[config.mk]
export PLATFORM = sky130hd
export DESIGN_NAME = ps2_rx_fifo
export DESIGN_NICKNAME = d
export VERILOG_FILES = /design/src/rtl/ps2_rx_fifo.sv
export SDC_FILE = /design/constraint.sdc
export NUM_CORES = 1
export LEC_CHECK = 0
export CAP_MARGIN = 5
export CELL_PAD_IN_SITES_DETAIL_PLACEMENT = 1
export CELL_PAD_IN_SITES_GLOBAL_PLACEMENT = 2
export CORE_MARGIN = 5
export CORE_UTILIZATION = 45
export DETAILED_ROUTE_END_ITERATION = 16
export PLACE_DENSITY = 0.84
export SLEW_MARGIN = 10
export SYNTH_ARGS = -nofsm -noshare
export SYNTH_HDL_FRONTEND = slang
export SYNTH_SLANG_ARGS = --single-unit
[constraint.sdc]
create_clock -name clk -period 10.8 [get_ports clk]
set_input_delay 3.24 -clock clk [delete_from_list [all_inputs] [get_ports clk]]
set_output_delay 3.24 -clock clk [all_outputs]
set_load 0.02 [all_outputs]
[src/rtl/ps2_rx_fifo.sv]
// PS/2 device-to-host receiver: synchronised, glitch-filtered clock, framed byte checks,
// stall timeout, optional E0/F0 prefix folding, and a first-word-fall-through output FIFO.
module ps2_rx_fifo #(
    parameter int CLK_HZ        = 50_000_000,
    parameter int FILTER_LEN    = 8,
    parameter int TIMEOUT_US    = 2000,
    parameter int FIFO_DEPTH    = 16,
    parameter int DECODE_PREFIX = 1
) (
    input  logic                          clk,
    input  logic                          reset,
    input  logic                          ps2_clk,
    input  logic                          ps2_data,
    output logic                          m_valid,
    output logic [9:0]                    m_data,
    input  logic                          m_ready,
    output logic [$clog2(FIFO_DEPTH):0]   fifo_count,
    output logic                          parity_err,
    output logic                          frame_err,
    output logic                          timeout_err,
    output logic                          overflow
);

    localparam int TIMEOUT_CYC = CLK_HZ / 1_000_000 * TIMEOUT_US;
    localparam int TW = $clog2(TIMEOUT_CYC + 1);
    localparam int FW = $clog2(FILTER_LEN);
    localparam int AW = $clog2(FIFO_DEPTH);
    localparam int CW = AW + 1;

    typedef enum logic [1:0] {S_IDLE, S_SHIFT, S_PARITY, S_STOP} state_t;

    logic [1:0]    r_clk_s;
    logic [1:0]    r_dat_s;
    logic          r_filt;
    logic          r_filt_d;
    logic [FW-1:0] r_fcnt;
    logic          w_fall;
    logic          w_dat;

    state_t        r_state;
    logic [2:0]    r_bitcnt;
    logic [7:0]    r_shift;
    logic          r_par;
    logic [TW-1:0] r_tcnt;
    logic          r_byte_ok;
    logic [7:0]    r_byte;
    logic          r_ext;
    logic          r_brk;

    logic [9:0]    r_mem [FIFO_DEPTH];
    logic [CW-1:0] r_wptr;
    logic [CW-1:0] r_rptr;
    logic [9:0]    r_last;
    logic          w_is_prefix;
    logic          w_push;
    logic          w_pop;
    logic          w_full;
    logic          w_wr;
    logic [9:0]    w_din;

    // The filtered level flips only on the FILTER_LEN-th consecutive differing sample.
    always_ff @(posedge clk or posedge reset) begin
        if (reset) begin
            r_clk_s  <= 2'b11;
            r_dat_s  <= 2'b11;
            r_filt   <= 1'b1;
            r_filt_d <= 1'b1;
            r_fcnt   <= '0;
        end else begin
            r_clk_s  <= {r_clk_s[0], ps2_clk};
            r_dat_s  <= {r_dat_s[0], ps2_data};
            r_filt_d <= r_filt;
            if (r_clk_s[1] == r_filt) begin
                r_fcnt <= '0;
            end else if (r_fcnt == FW'(FILTER_LEN - 1)) begin
                r_filt <= r_clk_s[1];
                r_fcnt <= '0;
            end else begin
                r_fcnt <= r_fcnt + FW'(1);
            end
        end
    end

    assign w_fall = r_filt_d & ~r_filt;
    assign w_dat  = r_dat_s[1];

    always_ff @(posedge clk or posedge reset) begin
        if (reset) begin
            r_state     <= S_IDLE;
            r_bitcnt    <= '0;
            r_shift     <= '0;
            r_par       <= 1'b0;
            r_tcnt      <= '0;
            r_byte_ok   <= 1'b0;
            r_byte      <= '0;
            parity_err  <= 1'b0;
            frame_err   <= 1'b0;
            timeout_err <= 1'b0;
        end else begin
            r_byte_ok   <= 1'b0;
            parity_err  <= 1'b0;
            frame_err   <= 1'b0;
            timeout_err <= 1'b0;
            if (w_fall) begin
                r_tcnt <= '0;
                case (r_state)
                    S_IDLE: begin
                        if (!w_dat) begin
                            r_state  <= S_SHIFT;
                            r_bitcnt <= '0;
                        end
                    end
                    S_SHIFT: begin
                        r_shift  <= {w_dat, r_shift[7:1]};
                        r_bitcnt <= r_bitcnt + 3'd1;
                        if (r_bitcnt == 3'd7) r_state <= S_PARITY;
                    end
                    S_PARITY: begin
                        r_par   <= w_dat;
                        r_state <= S_STOP;
                    end
                    S_STOP: begin
                        r_state <= S_IDLE;
                        if (!w_dat) begin
                            frame_err <= 1'b1;
                        end else if (!(^{r_shift, r_par})) begin
                            parity_err <= 1'b1;
                        end else begin
                            r_byte_ok <= 1'b1;
                            r_byte    <= r_shift;
                        end
                    end
                    default: r_state <= S_IDLE;
                endcase
            end else if (r_state != S_IDLE) begin
                if (r_tcnt == TW'(TIMEOUT_CYC - 1)) begin
                    timeout_err <= 1'b1;
                    r_state     <= S_IDLE;
                    r_tcnt      <= '0;
                end else begin
                    r_tcnt <= r_tcnt + TW'(1);
                end
            end else begin
                r_tcnt <= '0;
            end
        end
    end

    assign w_is_prefix = (DECODE_PREFIX != 0) && ((r_byte == 8'hE0) || (r_byte == 8'hF0));
    assign w_push      = r_byte_ok & ~w_is_prefix;
    assign w_din       = (DECODE_PREFIX != 0) ? {r_ext, r_brk, r_byte} : {2'b00, r_byte};

    always_ff @(posedge clk or posedge reset) begin
        if (reset) begin
            r_ext <= 1'b0;
            r_brk <= 1'b0;
        end else if (r_byte_ok && (DECODE_PREFIX != 0)) begin
            if (r_byte == 8'hE0) begin
                r_ext <= 1'b1;
            end else if (r_byte == 8'hF0) begin
                r_brk <= 1'b1;
            end else begin
                r_ext <= 1'b0;
                r_brk <= 1'b0;
            end
        end
    end

    assign fifo_count = r_wptr - r_rptr;
    assign m_valid    = (fifo_count != '0);
    assign w_full     = (fifo_count == CW'(FIFO_DEPTH));
    assign w_pop      = m_valid & m_ready;
    // A pop frees the head slot in the same cycle, so a push into a full FIFO still lands.
    assign w_wr       = w_push & (~w_full | w_pop);
    assign m_data     = m_valid ? r_mem[r_rptr[AW-1:0]] : r_last;

    always_ff @(posedge clk or posedge reset) begin
        if (reset) begin
            for (int unsigned i = 0; i < FIFO_DEPTH; i++) r_mem[i] <= '0;
            r_wptr   <= '0;
            r_rptr   <= '0;
            r_last   <= '0;
            overflow <= 1'b0;
        end else begin
            if (w_wr) begin
                r_mem[r_wptr[AW-1:0]] <= w_din;
                r_wptr                <= r_wptr + CW'(1);
            end
            if (w_push && w_full && !w_pop) overflow <= 1'b1;
            if (w_pop) begin
                r_rptr <= r_rptr + CW'(1);
                r_last <= r_mem[r_rptr[AW-1:0]];
            end
        end
    end

endmodule

# Word level (Yosys, flattened, before mapping)

Cells that the tools add are included.

Register bits after elaboration: 235
Bits in latches: 0
RAM bits: 0
ROM bits: 0
Input bits: 5
Output and inout port bits: 20
Logic and storage cells: 129
Memories kept: 0

Add/sub/neg operators: 6
$mul: 0
Divide/modulo/power cells: 0
Magnitude comparators: 3
Equal/unequal tests: 14
Shift-type cells: 0
Multiplexer cells: 37
Bitwise operators: 12
Reductions and logical operators: 20

Operator list:

| cell                  | count |
|---|---|
| $bwmux 160            | 1 |
| $mux 17               | 3 |
| $bmux 10 s4           | 1 |
| $demux 10 s4          | 1 |
| $mux 10               | 4 |
| $add 17x1->17 const B | 1 |
| $eq 17x17->1 const B  | 1 |
| $mux 1                | 17 |
| $eq 8x8->1 const B    | 2 |
| $add 5x1->5 const B   | 2 |
| $ge 5x5->1 const B    | 2 |
| $mux 2                | 5 |
| $not 4->5             | 2 |
| $reduce_and 2->1      | 5 |
| $mux 3                | 3 |
| $reduce_xor 9->1      | 1 |
| $pmux 2 s4            | 1 |
| $reduce_and 4->1      | 2 |
| $reduce_bool 2->1     | 4 |
| $add 3x1->3 const B   | 2 |
| $eq 3x3->1 const B    | 2 |
| $ne 3x3->1 const B    | 2 |
| $pmux 3 s2            | 1 |
| $eq 5x5->1 const B    | 1 |
| 15 further kinds      | 26 |

# Logic depth before layout (Yosys ltp)

Gate-level depths: netlist of run 1.

Word-level depth: 6
Mapped depth: 12
Mapped depth without buffers: 9

# Worst setup path before layout of run 1

OpenSTA, ideal clock, no wires.

Kind: register to output
From: register r_rptr[2]
To: output port m_data[2]
Arrival: 2.897 ns
Data required time: 7.560 ns
Setup slack: 4.663 ns
Stages on the path, launching flop included: 11
Buffers on the path: 3
Cell sequence: dfrtp_1 > clkbuf_1 > inv_1 > clkbuf_1 > ha_1 > xnor2_1 > nand4b_1 > a21o_1 > a22oi_2 > buf_2 > mux2_2

Elaborated cells on any way between the ends: 7
Classes of those cells: 1 x add/sub; 4 x mux; 1 x bitwise; 1 x reduce/logical

RTL lines:

| element                | line | source |
|---|---|---|
| from (decl)            | 52   | `logic [CW-1:0] r_rptr;` |
| from (signal assigned) | 191  | `r_rptr <= r_rptr + CW'(1);` |
| $sub 5x5->5            | 169  | `assign fifo_count = r_wptr - r_rptr;` |
| net fifo_count[2]      | 17   | `output logic [$clog2(FIFO_DEPTH):0] fifo_count,` |
| $reduce_bool 5->1      | 170  | `assign m_valid = (fifo_count != '0);` |
| $mux 10                | 175  | `assign m_data = m_valid ? r_mem[r_rptr[AW-1:0]] : r_last;` |
| to (decl)              | 15   | `output logic [9:0] m_data,` |

The timed path passes the listed nets, and every way through them passes these cells. The select of a mux whose other input is x is not followed.

# Worst setup path after layout of run 1

From: register r_rptr[1]
To: output port m_data[0]

Longest elaborated chain between the ends: 5
Elaborated cells on any way between the ends: 7
Classes of those cells: 1 x add/sub; 4 x mux; 1 x bitwise; 1 x reduce/logical

Ends and longest elaborated chain:

| element                                    | line |
|---|---|
| $not 4->5 (not written as such)            | 175 |
| $bmux 10 s4                                | 175 |
| $mux 10 (not written as such) (2 in a row) | 175 |
| $mux 10 *                                  | 175 |

Mark *: on every way between the ends. The rest lies on a longest branch, timed or not. The select of a mux whose other input is x is not followed.

==> impl_metrics.tcl, run 1 <==
set metrics [dict create \
    status "finished clean" \
    hold_class "flip-flop to flip-flop" \
    core.rowCount 57 \
    setup_violations 0 \
    ys_warn_count 0 \
    dp_hpwl_um 16400 \
    hp-start "r_clk_s[0]$_DFF_PP1_" \
    rrSetupSlack_ns 6.72 \
    yosysUniqueCellTypes 47 \
    fmax_ghz 0.131 \
    synth_top_area_cell "dfrtp_1" \
    nets 834 \
    min_to "r_clk_s[1]$_DFF_PP1_" \
    end_kind "output port" \
    coreArea_mm2 0.0242 \
    slew_viol_final 0 \
    cts.clk_slew.worst_paths_ns 0.06 \
    post-cts-setup-buffer-count 0 \
    diodes 0 \
    r2r-end "r_last[4]$_DFFE_PP0P_" \
    start_util_pct 45.7 \
    tns_ns 0 \
    final.min_clock_period_ns 7.61 \
    ant_nets 0 \
    synth_mux_area_share_pct 28.4 \
    netSwitchingFraction_pct 30.9 \
    avgSynthCellArea_um2 14.0 \
    ys_ff_latch 235 \
    dp_cells 1105 \
    synth_top_flop_cell "dfrtp_1" \
    synth-seq-area-share_pct 53.2 \
    die_width_um 167 \
    path_cells "buf_4 > inv_1 > ha_1 > nor2b_1 > o21ai_0 > nand3_1 > a22oi_2 > mux2_2 > clkdlybuf4s50_1" \
    clockRootBuffer "clkbuf_16" \
    crit_fanout 35 \
    antenna_found_initial 0 \
    peakVddDrop_mv 0.162 \
    relSlewSlack_pct 33.9 \
    crit_arrival_ns 4.37 \
    portBuffers 24 \
    p_int_mw 1.73 \
    synthAdderAreaFrac_pct 2.21 \
    synthesis.nets 814 \
    grt_first_pass_wirelength_um 41200 \
    critPathSlowestCell "a22oi_2" \
    rsz0062_at_grt "false" \
    switchingPower_mw 0.775 \
    power_density_mw_per_mm2 200 \
    reg2reg_depth 9 \
    die-area_mm2 0.0278 \
    p_comb_share_pct 25.1 \
    cp.required_ns 7.56 \
    worstMarginPinSlew_ns 0.991 \
    drt-vias-per-instance 5.63 \
    cts_tree "done" \
    synth_area_leaders "dfrtp_1, mux2_2, mux4_2, a21oi_4, ha_1" \
    clock_path_buffers 3 \
    final_layout_size_suffix_gt1_share_pct 36.4 \
    yosysTopAreaCellShare_pct 51.8 \
    utilization_pct 51.5 \
    overflow 0 \
    dr.pass1.iters 4 \
    ios 25 \
    critical_path.max_stage_delay_ns 0.78 \
    cts_sinks 235 \
    synth-async-reset-ratio_pct 100 \
    grt_pass1_vias 7304 \
    syn_area_mm2 0.0111 \
    synth_top_family_by_area "multiplexers" \
    synthXorXnorAreaFrac_pct 2.77 \
    track_usage_pct 18.2 \
    synth-simple-area-share_pct 7.03 \
    r2r_start "r_rptr[1]$_DFFE_PP0P_" \
    dieHeight_um 167 \
    critPathKind "flip-flop to output port" \
    syn_to_final_growth_pct 12.9 \
    vias 6494 \
    fin_skew_ns 0.0136 \
    synth_compound_area_share_pct 4.26 \
    clk_latency_ns 0.53 \
    grt_max_degree 105 \
    drv_cap 0 \
    synth_cells 790 \
    critPathLaunchType "flip-flop" \
    route.detailed.wl_per_inst_um 21.7 \
    p_leak_nw 5.73 \
    hold_viol_final 0 \
    htreeDepth 1 \
    drtIter0Drc 320 \
    cts_buffers 27 \
    synth_enable_flop_cells 0 \
    gp_congestion 0.825 \
    worstHoldPathCells 0 \
    holdWs_ns 0.361 \
    hold_buffers 0 \
    cts.repair.resized 0 \
    route.detailed.drc 0 \
    clkPwrFrac_pct 36.5 \
    fin_crit_sh_pct 70.4 \
    p_seq_share_pct 38.4 \
    final_cells 1154 \
    drt_wl_total_um 25100 \
]
## critical path, delay by kind of cell, from the launching register on
family / cells / cell delay [ns]
fa+ha+maj: 1 / 0.35
simple gates: 2 / 0.34
compound gates: 2 / 1.10
mux: 1 / 0.42
buf+inv: 3 / 1.29
flops: 1 / 0.33
## sequential cells by signal, indices dropped and copies added, names as in the netlist, 2 cells and up
register and count:
r_bitcnt 3, r_byte 8, r_clk_s 2, r_dat_s 2
r_fcnt 3, r_last 10, r_mem 160, r_rptr 5
r_shift 8, r_state 2, r_tcnt 17, r_wptr 5
## metal layers
metal / share of wire (%) / GRT usage, % / up-vias
met5: 0 / 0 / -
met4: 2.6 / 4.80 / 0
met3: 2.9 / 2.30 / 40
met2: 50 / 31.3 / 99
met1: 45 / 24.6 / 3457
li1: - / - / 2898
## area by class of cell
| cell class | count | area (um^2) |
|---|---|---|
| multi-input combinational | 501 | 4940 |
| sequential | 235 | 5890 |
| inverter | 14 | 60.1 |
| clock inverter | 8 | 78.8 |
| clock buffer | 41 | 828 |
| fill | 2393 | 11800 |
| timing repair buffer | 31 | 293 |
| tap | 324 | 405 |
## how the worst max path moves through the flow
| stage | cells after the start | endpoint | startpoint | slack (ns) |
|---|---|---|---|---|
| 6_report | 9 | m_data[0] | r_rptr[1]$_DFFE_PP0P_ | 3.19 |
| 4_1_cts | 9 | m_data[1] | r_rptr[1]$_DFFE_PP0P_ | 3.16 |
| 5_1_grt | 9 | m_data[0] | r_rptr[1]$_DFFE_PP0P_ | 2.97 |
| 2_1_floorplan | 1 | frame_err$_DFF_PP0_ | reset | 1.12 |
| 3_5_place_dp | 9 | m_data[1] | r_rptr[1]$_DFFE_PP0P_ | 3.73 |
| 3_3_place_gp | 9 | m_data[0] | r_rptr[2]$_DFFE_PP0P_ | 3.93 |
## logic make-up after synthesis
logic type	after synthesis
DFF	235
AOI/OAI and AO/OA	48
buffers and inverters	54
muxes	239
xor gates and xnor gates	35
and+or+nand+nor	160
adders and majority gates	19
## power groups by stage
| stage | Combinational, mW | Sequential, mW | Clock, mW |
|---|---|---|---|
| floorplan | 0.473 | 0.966 | 0 |
| global placement | 0.618 | 0.973 | 0 |
| detailed placement | 0.639 | 0.978 | 0 |
| CTS | 0.643 | 0.962 | 0.936 |
| global route | 0.684 | 0.967 | 0.979 |
| finish | 0.629 | 0.963 | 0.914 |
## placed cells by master, fill, tap and decap left out, drive strengths merged, types with 11 or more instances in the layout
cell,netlist,final
dfrtp,229,229
mux2,199,199
nand2,57,57
clkbuf,18,41
mux4,40,40
nor2,27,27
clkdlybuf4s50,0,24
nand3,23,23
a21oi,21,21
xnor2,19,19
ha,18,18
xor2,16,16
and3,16,16
inv,14,16
a31oi,11,11
## stage by stage
stage               total power, mW  setup slack (ns)  area (um^2)
detailed placement             1.62              3.73        11600
global placement               1.59              3.93        11600
CTS                            2.54              3.16        12500
floorplan                      1.44              1.12        11100
finish                         2.51              3.19        12500
global route                   2.63              2.97        12500
## Yosys cell counts, drive strengths merged (2+ instances only)
cell type,count
dfrtp,229
mux2,199
nand2,57
mux4,40
nor2,27
nand3,23
buf,22
a21oi,21
xnor2,19
clkbuf,18
ha,18
and3,16
xor2,16
inv,14
a31oi,11
nand4,7
nor2b,7
dfstp,6
nor3,6
o21ai,6
nand2b,4
a32o,3
and2,3
and4,3
a21boi,2
nor4,2
Power figures use the tool's default switching activity.
==> inputs of run 2 (changes only) <==
--- a/config.mk
+++ b/config.mk
@@ -9,9 +9,9 @@
 export CELL_PAD_IN_SITES_DETAIL_PLACEMENT = 1
 export CELL_PAD_IN_SITES_GLOBAL_PLACEMENT = 2
 export CORE_MARGIN = 5
-export CORE_UTILIZATION = 45
+export CORE_UTILIZATION = 41
 export DETAILED_ROUTE_END_ITERATION = 16
-export PLACE_DENSITY = 0.84
+export PLACE_DENSITY = 0.81
 export SLEW_MARGIN = 10
 export SYNTH_ARGS = -nofsm -noshare
 export SYNTH_HDL_FRONTEND = slang
==> constraint.sdc (replaced) <==
create_clock -name clk -period 6.3 [get_ports clk]
set_input_delay 1.89 -clock clk [delete_from_list [all_inputs] [get_ports clk]]
set_output_delay 1.89 -clock clk [all_outputs]
set_load 0.02 [all_outputs]
==> impl_metrics.tcl, run 2 (synthesized netlist as in run 1, its figures left out) <==
set metrics [dict create \
    status "finished clean" \
    syn_to_final_growth_pct 13.4 \
    nets 835 \
    route.detailed.wl_per_inst_um 20.9 \
    start_util_pct 41.3 \
    fmax_ghz 0.165 \
    netSwitchingFraction_pct 31.1 \
    clkPwrFrac_pct 37.2 \
    p_seq_share_pct 38.1 \
    grt_max_degree 113 \
    core.rowCount 60 \
    end_kind "output port" \
    cp.required_ns 4.41 \
    hold_viol_final 0 \
    holdWs_ns 0.355 \
    hold_buffers 0 \
    r2r_start "r_rptr[1]$_DFFE_PP0P_" \
    reg.largest.list "r_mem x160, r_tcnt x17, r_last x10" \
    antenna_found_initial 0 \
    final_cell_mix "dfrtp_1, mux2_2, nand2_1" \
    dr.pass1.iters 4 \
    gp_congestion 0.749 \
    cts.clk_slew.worst_paths_ns 0.06 \
    dieHeight_um 174 \
    post-cts-setup-buffer-count 0 \
    worstMarginPinSlew_ns 1.11 \
    peakVddDrop_mv 0.211 \
    drtIter0Drc 332 \
    grt_pass1_vias 7229 \
    overflow 0 \
    drt-vias-per-instance 5.48 \
    reg2reg_depth 9 \
    tns_ns 0 \
    crit_start "r_rptr[3]$_DFFE_PP0P_" \
    hp-start "r_dat_s[0]$_DFF_PP1_" \
    min_to "r_dat_s[1]$_DFF_PP1_" \
    crit_arrival_ns 4.18 \
    portBuffers 24 \
    rsz0062_at_grt "false" \
    die_width_um 174 \
    switchingPower_mw 1.36 \
    hold_class "flip-flop to flip-flop" \
    slew_viol_final 0 \
    p_int_mw 3.01 \
    critPathLaunchType "flip-flop" \
    p_leak_nw 5.73 \
    dp_hpwl_um 15400 \
    clock_path_buffers 3 \
    crit_fanout 13 \
    p_comb_share_pct 24.7 \
    fin_crit_sh_pct 96.3 \
    power_density_mw_per_mm2 348 \
    final_layout_size_suffix_gt1_share_pct 36.3 \
    vias 6421 \
    largest-register "r_mem" \
    final.min_clock_period_ns 6.07 \
    critPathKind "flip-flop to output port" \
    track_usage_pct 16.6 \
    rrSetupSlack_ns 2.19 \
    diodes 0 \
    ios 25 \
    grt_first_pass_wirelength_um 40800 \
    setup_violations 0 \
    htreeDepth 1 \
    final_common_cell "dfrtp_1" \
    clockRootBuffer "clkbuf_16" \
    ant_nets 0 \
    relSlewSlack_pct 25.6 \
    worstHoldPathCells 0 \
    coreArea_mm2 0.0268 \
    cts_buffers 27 \
    fin_skew_ns 0.0125 \
    drv_cap 0 \
    cts_tree "done" \
    r2r-end "r_mem[4]$_DFFE_PP0P_" \
    cts_sinks 235 \
    largest_register_ffs 160 \
    clk_latency_ns 0.55 \
    cts.repair.resized 0 \
    drt_wl_total_um 24500 \
    route.detailed.drc 0 \
    die-area_mm2 0.0304 \
]
==> run 2: changes by cell type in the layout (fill, tap and decap cells not counted), sizes merged <==
cell	before	now
clkinvlp	0	4
clkbuf	41	38
bufinv	1	3
inv	16	14
buf	7	8
clkinv	5	4
==> run 2: power by group through the flow <==
stage / combinational [mW] / sequential, mW / clock [mW]
after CTS: 1.11 / 1.66 / 1.67
after global placement: 1.10 / 1.68 / 0
final: 1.08 / 1.66 / 1.62
after detailed placement: 1.10 / 1.69 / 0
after global routing: 1.18 / 1.67 / 1.73
after floorplan: 0.812 / 1.66 / 0
==> run 2: final cells by class <==
cell class | count | area, um^2
Timing Repair Buffer | 32 | 313
Sequential cell | 235 | 5890
Clock inverter | 11 | 153
Tap cell | 341 | 427
Clock buffer | 38 | 777
Multi-Input combinational cell | 501 | 4940
Fill cell | 2655 | 14200
Inverter | 14 | 56.3
==> run 2: worst max-delay path by stage <==
stage and to:
2_1_floorplan frame_err$_DFF_PP0_, 3_3_place_gp m_data[6], 3_5_place_dp m_data[4], 4_1_cts m_data[4], 5_1_grt m_data[3], 6_report m_data[3]
==> run 2: worst max-delay path, cell delays in order, from the launching register on <==
cell,delay [ns]
dfrtp_1,0.63
inv_1,0.37
ha_1,0.44
a21boi_0,0.16
or3_1,0.37
a22oi_2,0.69
mux2_2,0.42
clkdlybuf4s50_1,0.54
==> run 2: metal layers <==
| layer | track usage (%) | vias up | part of all wire (%) |
|---|---|---|---|
| met1 | 22.8 | 3412 | 46 |
| met2 | 28.1 | 70 | 49 |
| met4 | 3.89 | 0 | 2.3 |
| met3 | 2.28 | 40 | 2.7 |
| li1 | - | 2899 | - |
| met5 | 0 | - | 0 |
==> run 2: stage by stage <==
step	utilization (%)	instance area [um^2]	instances	setup slack (ns)	power [mW]
CTS	46.9	12600	1172	0.238	4.44
detailed placement	43.4	11600	1123	0.851	2.79
global placement	43.4	11600	1123	0.963	2.78
floorplan	-	11100	790	1.34	2.47
finish	46.9	12600	1172	0.233	4.37
global route	46.9	12600	1172	0.0142	4.58
